`config.mk`:
```
export PLATFORM = sky130hd
export DESIGN_NAME = y86_data_mem_seq
export DESIGN_NICKNAME = d
export VERILOG_FILES = /design/src/rtl/y86_mem_pkg.sv /design/src/rtl/y86_mem_lane_map.sv /design/src/rtl/y86_data_mem_seq.sv
export SDC_FILE = /design/constraint.sdc
export NUM_CORES = 2
export LEC_CHECK = 0
export CORE_UTILIZATION = 43
export DETAILED_ROUTE_END_ITERATION = 7
export PLACE_DENSITY = 0.7
export SLEW_MARGIN = 20
export SYNTH_ARGS = -nofsm -noshare
export SYNTH_HDL_FRONTEND = slang
export SYNTH_SLANG_ARGS = --single-unit
```
`constraint.sdc`:
```
create_clock -name clk_i -period 5.9 [get_ports clk_i]
set_input_delay 0.885 -clock clk_i [delete_from_list [all_inputs] [get_ports clk_i]]
set_output_delay 0.885 -clock clk_i [all_outputs]
set_load 0.005 [all_outputs]
```
`src/rtl/y86_mem_pkg.sv`:
```
`default_nettype none
// ============================================================================
//  Module      : y86_mem_pkg
//  Description : Shared types, Y86 icode constants and the byte-order helper
//                for the sequenced Y86 data memory.
//  Revision    : 1.0 - initial release
// ============================================================================
package y86_mem_pkg;

  // Request sequencer states
  typedef enum logic [1:0] {
    ST_IDLE = 2'd0,
    ST_BUSY = 2'd1,
    ST_RESP = 2'd2
  } mem_state_e;

  // Y86 instruction codes that drive address/write selection upstream
  localparam logic [3:0] ICODE_RMMOVQ = 4'h4;
  localparam logic [3:0] ICODE_MRMOVQ = 4'h5;
  localparam logic [3:0] ICODE_CALL   = 4'h8;
  localparam logic [3:0] ICODE_RET    = 4'h9;
  localparam logic [3:0] ICODE_PUSHQ  = 4'hA;
  localparam logic [3:0] ICODE_POPQ   = 4'hB;

  // Memory offset within a word -> data byte index (0 = least significant).
  // Big-endian keeps the most significant byte at the lowest address.
  function automatic int unsigned word_byte_to_data_idx(
    input int unsigned off,
    input int unsigned word_bytes,
    input bit          big_endian
  );
    if (big_endian) begin
      return word_bytes - 1 - off;
    end
    return off;
  endfunction

endpackage
`default_nettype wire

```
`src/rtl/y86_mem_lane_map.sv`:
```
`default_nettype none
// ============================================================================
//  Module      : y86_mem_lane_map
//  Description : Combinational lane mapper. For LANES consecutive word byte
//                offsets starting at base_i it gives the memory offset and the
//                data byte index selected by the configured byte order.
//  Revision    : 1.0 - initial release
// ============================================================================
module y86_mem_lane_map
  import y86_mem_pkg::*;
#(
  parameter int unsigned WORD_BYTES = 8,
  parameter int unsigned LANES      = 2,
  parameter int unsigned IDX_W      = 3,
  parameter bit          BIG_ENDIAN = 1'b1
) (
  input  logic [IDX_W-1:0]            base_i,
  output logic [LANES-1:0][IDX_W-1:0] off_o,
  output logic [LANES-1:0][IDX_W-1:0] sel_o
);

  generate
    for (genvar j = 0; j < LANES; j++) begin : g_lane
      assign off_o[j] = base_i + IDX_W'(j);
      assign sel_o[j] = IDX_W'(word_byte_to_data_idx(32'(off_o[j]), WORD_BYTES, BIG_ENDIAN));
    end
  endgenerate

endmodule
`default_nettype wire

```
`src/rtl/y86_data_mem_seq.sv`:
```
`default_nettype none
// ============================================================================
//  Module      : y86_data_mem_seq
//  Description : Byte-addressed Y86 data memory accessed as WORD_BYTES words
//                over a valid/ready channel, moving BEAT_BYTES per cycle.
//                Out-of-range requests return an error without touching the
//                array. Includes a combinational debug word peek.
//  Revision    : 1.0 - initial release
// ============================================================================
module y86_data_mem_seq
  import y86_mem_pkg::*;
#(
  parameter int unsigned DEPTH_BYTES = 32,
  parameter int unsigned WORD_BYTES  = 8,
  parameter int unsigned BEAT_BYTES  = 2,
  parameter int unsigned ADDR_W      = 64,
  parameter bit          BIG_ENDIAN  = 1'b1
) (
  input  logic                    clk_i,
  input  logic                    rst_ni,
  input  logic                    req_valid_i,
  output logic                    req_ready_o,
  input  logic                    req_write_i,
  input  logic [ADDR_W-1:0]       req_addr_i,
  input  logic [8*WORD_BYTES-1:0] req_wdata_i,
  output logic                    resp_valid_o,
  output logic [8*WORD_BYTES-1:0] resp_rdata_o,
  output logic                    resp_error_o,
  input  logic [ADDR_W-1:0]       dbg_addr_i,
  output logic [8*WORD_BYTES-1:0] dbg_word_o
);

  localparam int unsigned NBEATS = WORD_BYTES / BEAT_BYTES;
  localparam int unsigned IDX_W  = (WORD_BYTES > 1) ? $clog2(WORD_BYTES) : 1;
  localparam int unsigned BEAT_W = (NBEATS > 1) ? $clog2(NBEATS) : 1;
  localparam int unsigned MEM_AW = (DEPTH_BYTES > 1) ? $clog2(DEPTH_BYTES) : 1;
  localparam int unsigned DW     = 8 * WORD_BYTES;

  localparam logic [BEAT_W-1:0] LAST_BEAT = BEAT_W'(NBEATS - 1);
  localparam logic [ADDR_W:0]   WORD_LEN  = (ADDR_W+1)'(WORD_BYTES);
  localparam logic [ADDR_W:0]   DEPTH_LEN = (ADDR_W+1)'(DEPTH_BYTES);

  mem_state_e          state_q, state_d;
  logic [BEAT_W-1:0]   beat_q, beat_d;
  logic [MEM_AW-1:0]   addr_q, addr_d;
  logic                write_q, write_d;
  logic [DW-1:0]       wdata_q, wdata_d;
  logic [DW-1:0]       asm_q, asm_d;
  logic [DW-1:0]       rdata_q, rdata_d;
  logic                error_q, error_d;
  logic                mem_we;

  logic [7:0]          mem_q [DEPTH_BYTES];

  logic [IDX_W-1:0]                 beat_base;
  logic [BEAT_BYTES-1:0][IDX_W-1:0] lane_off;
  logic [BEAT_BYTES-1:0][IDX_W-1:0] lane_sel;
  logic [BEAT_BYTES-1:0][MEM_AW-1:0] lane_addr;
  logic [WORD_BYTES-1:0][IDX_W-1:0] dbg_off;
  logic [WORD_BYTES-1:0][IDX_W-1:0] dbg_sel;

  logic [ADDR_W:0]     req_end;
  logic                req_oor;
  logic [ADDR_W:0]     dbg_end;
  logic                dbg_oor;
  logic [MEM_AW-1:0]   dbg_base;

  // Range checks carry one extra bit so a huge address cannot wrap into range
  assign req_end  = {1'b0, req_addr_i} + WORD_LEN;
  assign req_oor  = req_end > DEPTH_LEN;
  assign dbg_end  = {1'b0, dbg_addr_i} + WORD_LEN;
  assign dbg_oor  = dbg_end > DEPTH_LEN;
  assign dbg_base = dbg_addr_i[MEM_AW-1:0];

  assign beat_base = IDX_W'(beat_q) * IDX_W'(BEAT_BYTES);

  y86_mem_lane_map #(
    .WORD_BYTES (WORD_BYTES),
    .LANES      (BEAT_BYTES),
    .IDX_W      (IDX_W),
    .BIG_ENDIAN (BIG_ENDIAN)
  ) u_beat_map (
    .base_i (beat_base),
    .off_o  (lane_off),
    .sel_o  (lane_sel)
  );

  y86_mem_lane_map #(
    .WORD_BYTES (WORD_BYTES),
    .LANES      (WORD_BYTES),
    .IDX_W      (IDX_W),
    .BIG_ENDIAN (BIG_ENDIAN)
  ) u_dbg_map (
    .base_i ('0),
    .off_o  (dbg_off),
    .sel_o  (dbg_sel)
  );

  generate
    for (genvar j = 0; j < BEAT_BYTES; j++) begin : g_lane_addr
      assign lane_addr[j] = addr_q + MEM_AW'(lane_off[j]);
    end
  endgenerate

  assign req_ready_o  = (state_q == ST_IDLE);
  assign resp_valid_o = (state_q == ST_RESP);
  assign resp_rdata_o = rdata_q;
  assign resp_error_o = error_q;

  // Next-state, beat sequencing, load assembly and response capture
  always_comb begin
    state_d = state_q;
    beat_d  = beat_q;
    addr_d  = addr_q;
    write_d = write_q;
    wdata_d = wdata_q;
    asm_d   = asm_q;
    rdata_d = rdata_q;
    error_d = error_q;
    mem_we  = 1'b0;
    case (state_q)
      ST_IDLE: begin
        if (req_valid_i) begin
          addr_d  = req_addr_i[MEM_AW-1:0];
          write_d = req_write_i;
          wdata_d = req_wdata_i;
          if (req_oor) begin
            state_d = ST_RESP;
            error_d = 1'b1;
            rdata_d = '0;
          end else begin
            state_d = ST_BUSY;
            beat_d  = '0;
            asm_d   = '0;
          end
        end
      end
      ST_BUSY: begin
        if (write_q) begin
          mem_we = 1'b1;
        end else begin
          for (int j = 0; j < BEAT_BYTES; j++) begin
            asm_d[{lane_sel[j], 3'b000} +: 8] = mem_q[lane_addr[j]];
          end
        end
        if (beat_q == LAST_BEAT) begin
          state_d = ST_RESP;
          error_d = 1'b0;
          rdata_d = write_q ? '0 : asm_d;
        end else begin
          beat_d = beat_q + BEAT_W'(1);
        end
      end
      ST_RESP: begin
        state_d = ST_IDLE;
      end
      default: begin
        state_d = ST_IDLE;
      end
    endcase
  end

  // Control and datapath registers; the array itself is never reset
  always_ff @(posedge clk_i or negedge rst_ni) begin
    if (!rst_ni) begin
      state_q <= ST_IDLE;
      beat_q  <= '0;
      addr_q  <= '0;
      write_q <= 1'b0;
      wdata_q <= '0;
      asm_q   <= '0;
      rdata_q <= '0;
      error_q <= 1'b0;
    end else begin
      state_q <= state_d;
      beat_q  <= beat_d;
      addr_q  <= addr_d;
      write_q <= write_d;
      wdata_q <= wdata_d;
      asm_q   <= asm_d;
      rdata_q <= rdata_d;
      error_q <= error_d;
    end
  end

  // Store one beat of latched write data into the array
  always_ff @(posedge clk_i) begin
    if (mem_we) begin
      for (int j = 0; j < BEAT_BYTES; j++) begin
        mem_q[lane_addr[j]] <= wdata_q[{lane_sel[j], 3'b000} +: 8];
      end
    end
  end

  // Debug peek: whole word at dbg_addr in the configured byte order
  always_comb begin
    dbg_word_o = '0;
    if (!dbg_oor) begin
      for (int k = 0; k < WORD_BYTES; k++) begin
        dbg_word_o[{dbg_sel[k], 3'b000} +: 8] = mem_q[dbg_base + MEM_AW'(dbg_off[k])];
      end
    end
  end

endmodule
`default_nettype wire

```
==> impl_metrics.toml <==
[logic_synthesis]
syn_area_mm2 = 0.0375
synth.avg_cell_area_um2 = 11.2
syn_nets = 3557
synth_edf_count = 256
yosysSeqAreaShare_pct = 34.1
ys.flop_type = "edfxtp_1"
yosysWarnings = 0
ys_top_cells_by_area = "mux4_2 (30%), edfxtp_1 (21%), dfrtp_1 (14%), nand2_1 (5.8%), mux2i_1 (4.0%)"
ys_async_sr_fraction_pct = 44.2
synth_top_area_share_pct = 30.2
yosys.area.top_type = "mux4_2"
syn_inst = 3336
ys_types = 83
synth_seq_cells = 459

[run_status]
status = "finished clean"

[layout]
drive_gt1_share_pct = 23.4
seq_area_mm2 = 0.0128
multi_input_area_mm2 = 0.0237
postLayoutCellArea_mm2 = 0.0440
utilization_pct = 51.4
final_nets = 3743
nFillCells = 7461
mostFrequentLayoutCells = "nand2_1 (583), mux4_2 (502), clkdlybuf4s50_1 (321), edfxtp_1 (256), o21ai_0 (226)"
final_common_cell = "nand2_1"
area_growth_pct = 17.4

[setup_path]
start_kind = "primary input"
path_max_fanout = 48
cp.required_ps = 5020
arrival_ps = 4830
path_class = "primary input to primary output"
end_kind = "primary output"

[route]
ant_nets = 0
avgRoutedWirePerCell_um = 31.5
num_vias = 33200
drt_iter0_markers = 5100
wl_um = 149000
drt_first_pass_iters = 6
routed_via_density = 7.03
drc_errors = 0

[floorplan]
initial_core_util_pct = 43.7
num_io_pins = 327
rows = 107
die_w_um = 297
fp.dieH_um = 297
core_mm2 = 0.0857
dieArea_mm2 = 0.0883

[timing]
clock_skew_ps = 43.4
max_freq_mhz = 175
slew_headroom_pct = 20.7
worstMarginPinSlew_ps = 1190
period_minus_slack_ps = 5710
drv_slew = 0
setup-violations-final = 0
min_period_over_period_pct = 96.8
finalHoldViolCount = 0
finalSetupTns_ps = 0
rsz0062_at_grt = "no"
hold_ws_ps = 352

[global_routing]
grt_pass1_wl_um = 215000
grtUsageMet3_pct = 11.1
use_met2_pct = 49.0
grt_util_all_layers_pct = 33.0
grt_util_met1_pct = 41.6
grt_max_degree = 132
grt_pass1_vias = 31100
grt_antenna_before_repair = 11
grt_overflow = 0
busiest_layer = "met2"

[clocking]
cts_buffers = 49
cts.sinks = 459
cts_tree = "built"
worstSkewPairLatency_ps = 630
cts.reportedPaths.clkPinSlew_ps = 60
cts_setup_buffers = 0
ctsResizeCount = 0
cts_max_level = 2
hold_buffers = 0
root_buffer = "clkbuf_16"
cts.path.max_buffers = 3

[hold_path]
hold_class = "primary input to asynchronous set/reset pin"

[placed_design]
dp_hpwl_um = 111000
gp_congestion = 1.08
placed_area_mm2 = 0.0421
port_buffers = 326

[run]
maxCapViolations = 0

[pwr]
power_density_mw_per_mm2 = 232
leakagePower_uw = 0.0159
total_power_uw = 10200
vdd_drop_max_mv = 0.209
-- metrics by stage --
stage          setup WS, ps  instances
3_3_place_gp            189       4614
2_1_floorplan           452       3336
3_5_place_dp            130       4614
6_report                190       4718
4_1_cts                99.8       4706
5_1_grt                20.1       4718
-- cells in the mapped netlist (all sizes together) (32+ instances only) --
cell	n
nand4	53
mux4	502
a31o	61
nor4	37
o22ai	78
buf	57
nor2	152
nor3	96
o2bb2ai	39
dfrtp	203
nand3	102
mux2i	148
nand2	584
edfxtp	256
xnor2	32
o21ai	243
a21oi	42
clkbuf	242
-- final cells by class --
class,count,share of cell area (%)
diodes,11,0.0626
flip-flops and latches,459,29.0
multi-input cells,2549,53.7
well taps,1144,3.25
repair buffers,434,9.54
clock inverters,33,1.11
clock buffers,59,3.01
inverters,29,0.253
-- logic make-up (layout without fill, tap and decap cells) --
family	count (synthesis)	after routing	synth area share (%)
fa+ha+maj	25	25	0.875
mux	678	678	35.0
xor+xnor	58	58	1.36
compound gates	621	621	10.9
simple gates	1167	1167	14.3
other cells	0	11	0
flops	459	459	34.1
buf+inv	328	555	3.45
-- flip-flops by register name (all words and copies together), names as in the netlist --
name,count
mem_q,256
asm_q,64
resp_rdata_o,64
wdata_q,64
addr_q,5
beat_q,2
state_q,2
resp_error_o,1
write_q,1
-- final timing paths --
path | slack [ps] | from | endpoint | depth (start not counted)
setup / recovery | 190 | dbg_addr_i[4] | dbg_word_o[43] | 13
hold / removal | 350 | rst_ni | resp_rdata_o[53] | 1
setup reg to reg | 1160 | addr_q[1] | resp_rdata_o[21] | 9
hold reg to reg | 470 | wdata_q[41] | wdata_q[41] | 2
max in group asynchronous | 4510 | rst_ni | wdata_q[41] | 2
min in group clk_i | 470 | wdata_q[41] | wdata_q[41] | 2
-- power by group --
part | total (uW) | switching, uW | internal [uW]
Combinational | 3210 | 1950 | 1260
Sequential | 3550 | 43.7 | 3500
Clock | 3440 | 1380 | 2060
-- worst max-delay path, stage by stage --
cell and delay, ps:
clkdlybuf4s50_1 560, ha_1 220, nand3_1 130, or4_1 510, or4_1 550, a211o_1 270
nand2_1 60, nand3_1 80, a211oi_1 260, nand4_1 220, buf_6 260, nor3_1 250
clkdlybuf4s50_1 560
-- per-layer routing --
layer	vias up	share of wire (%)
met3	473	15
met5	-	0.061
met4	2	7.3
li1	13600	-
met1	16300	34
met2	2824	44
Note: power is estimated with default switching activity, not from simulation.
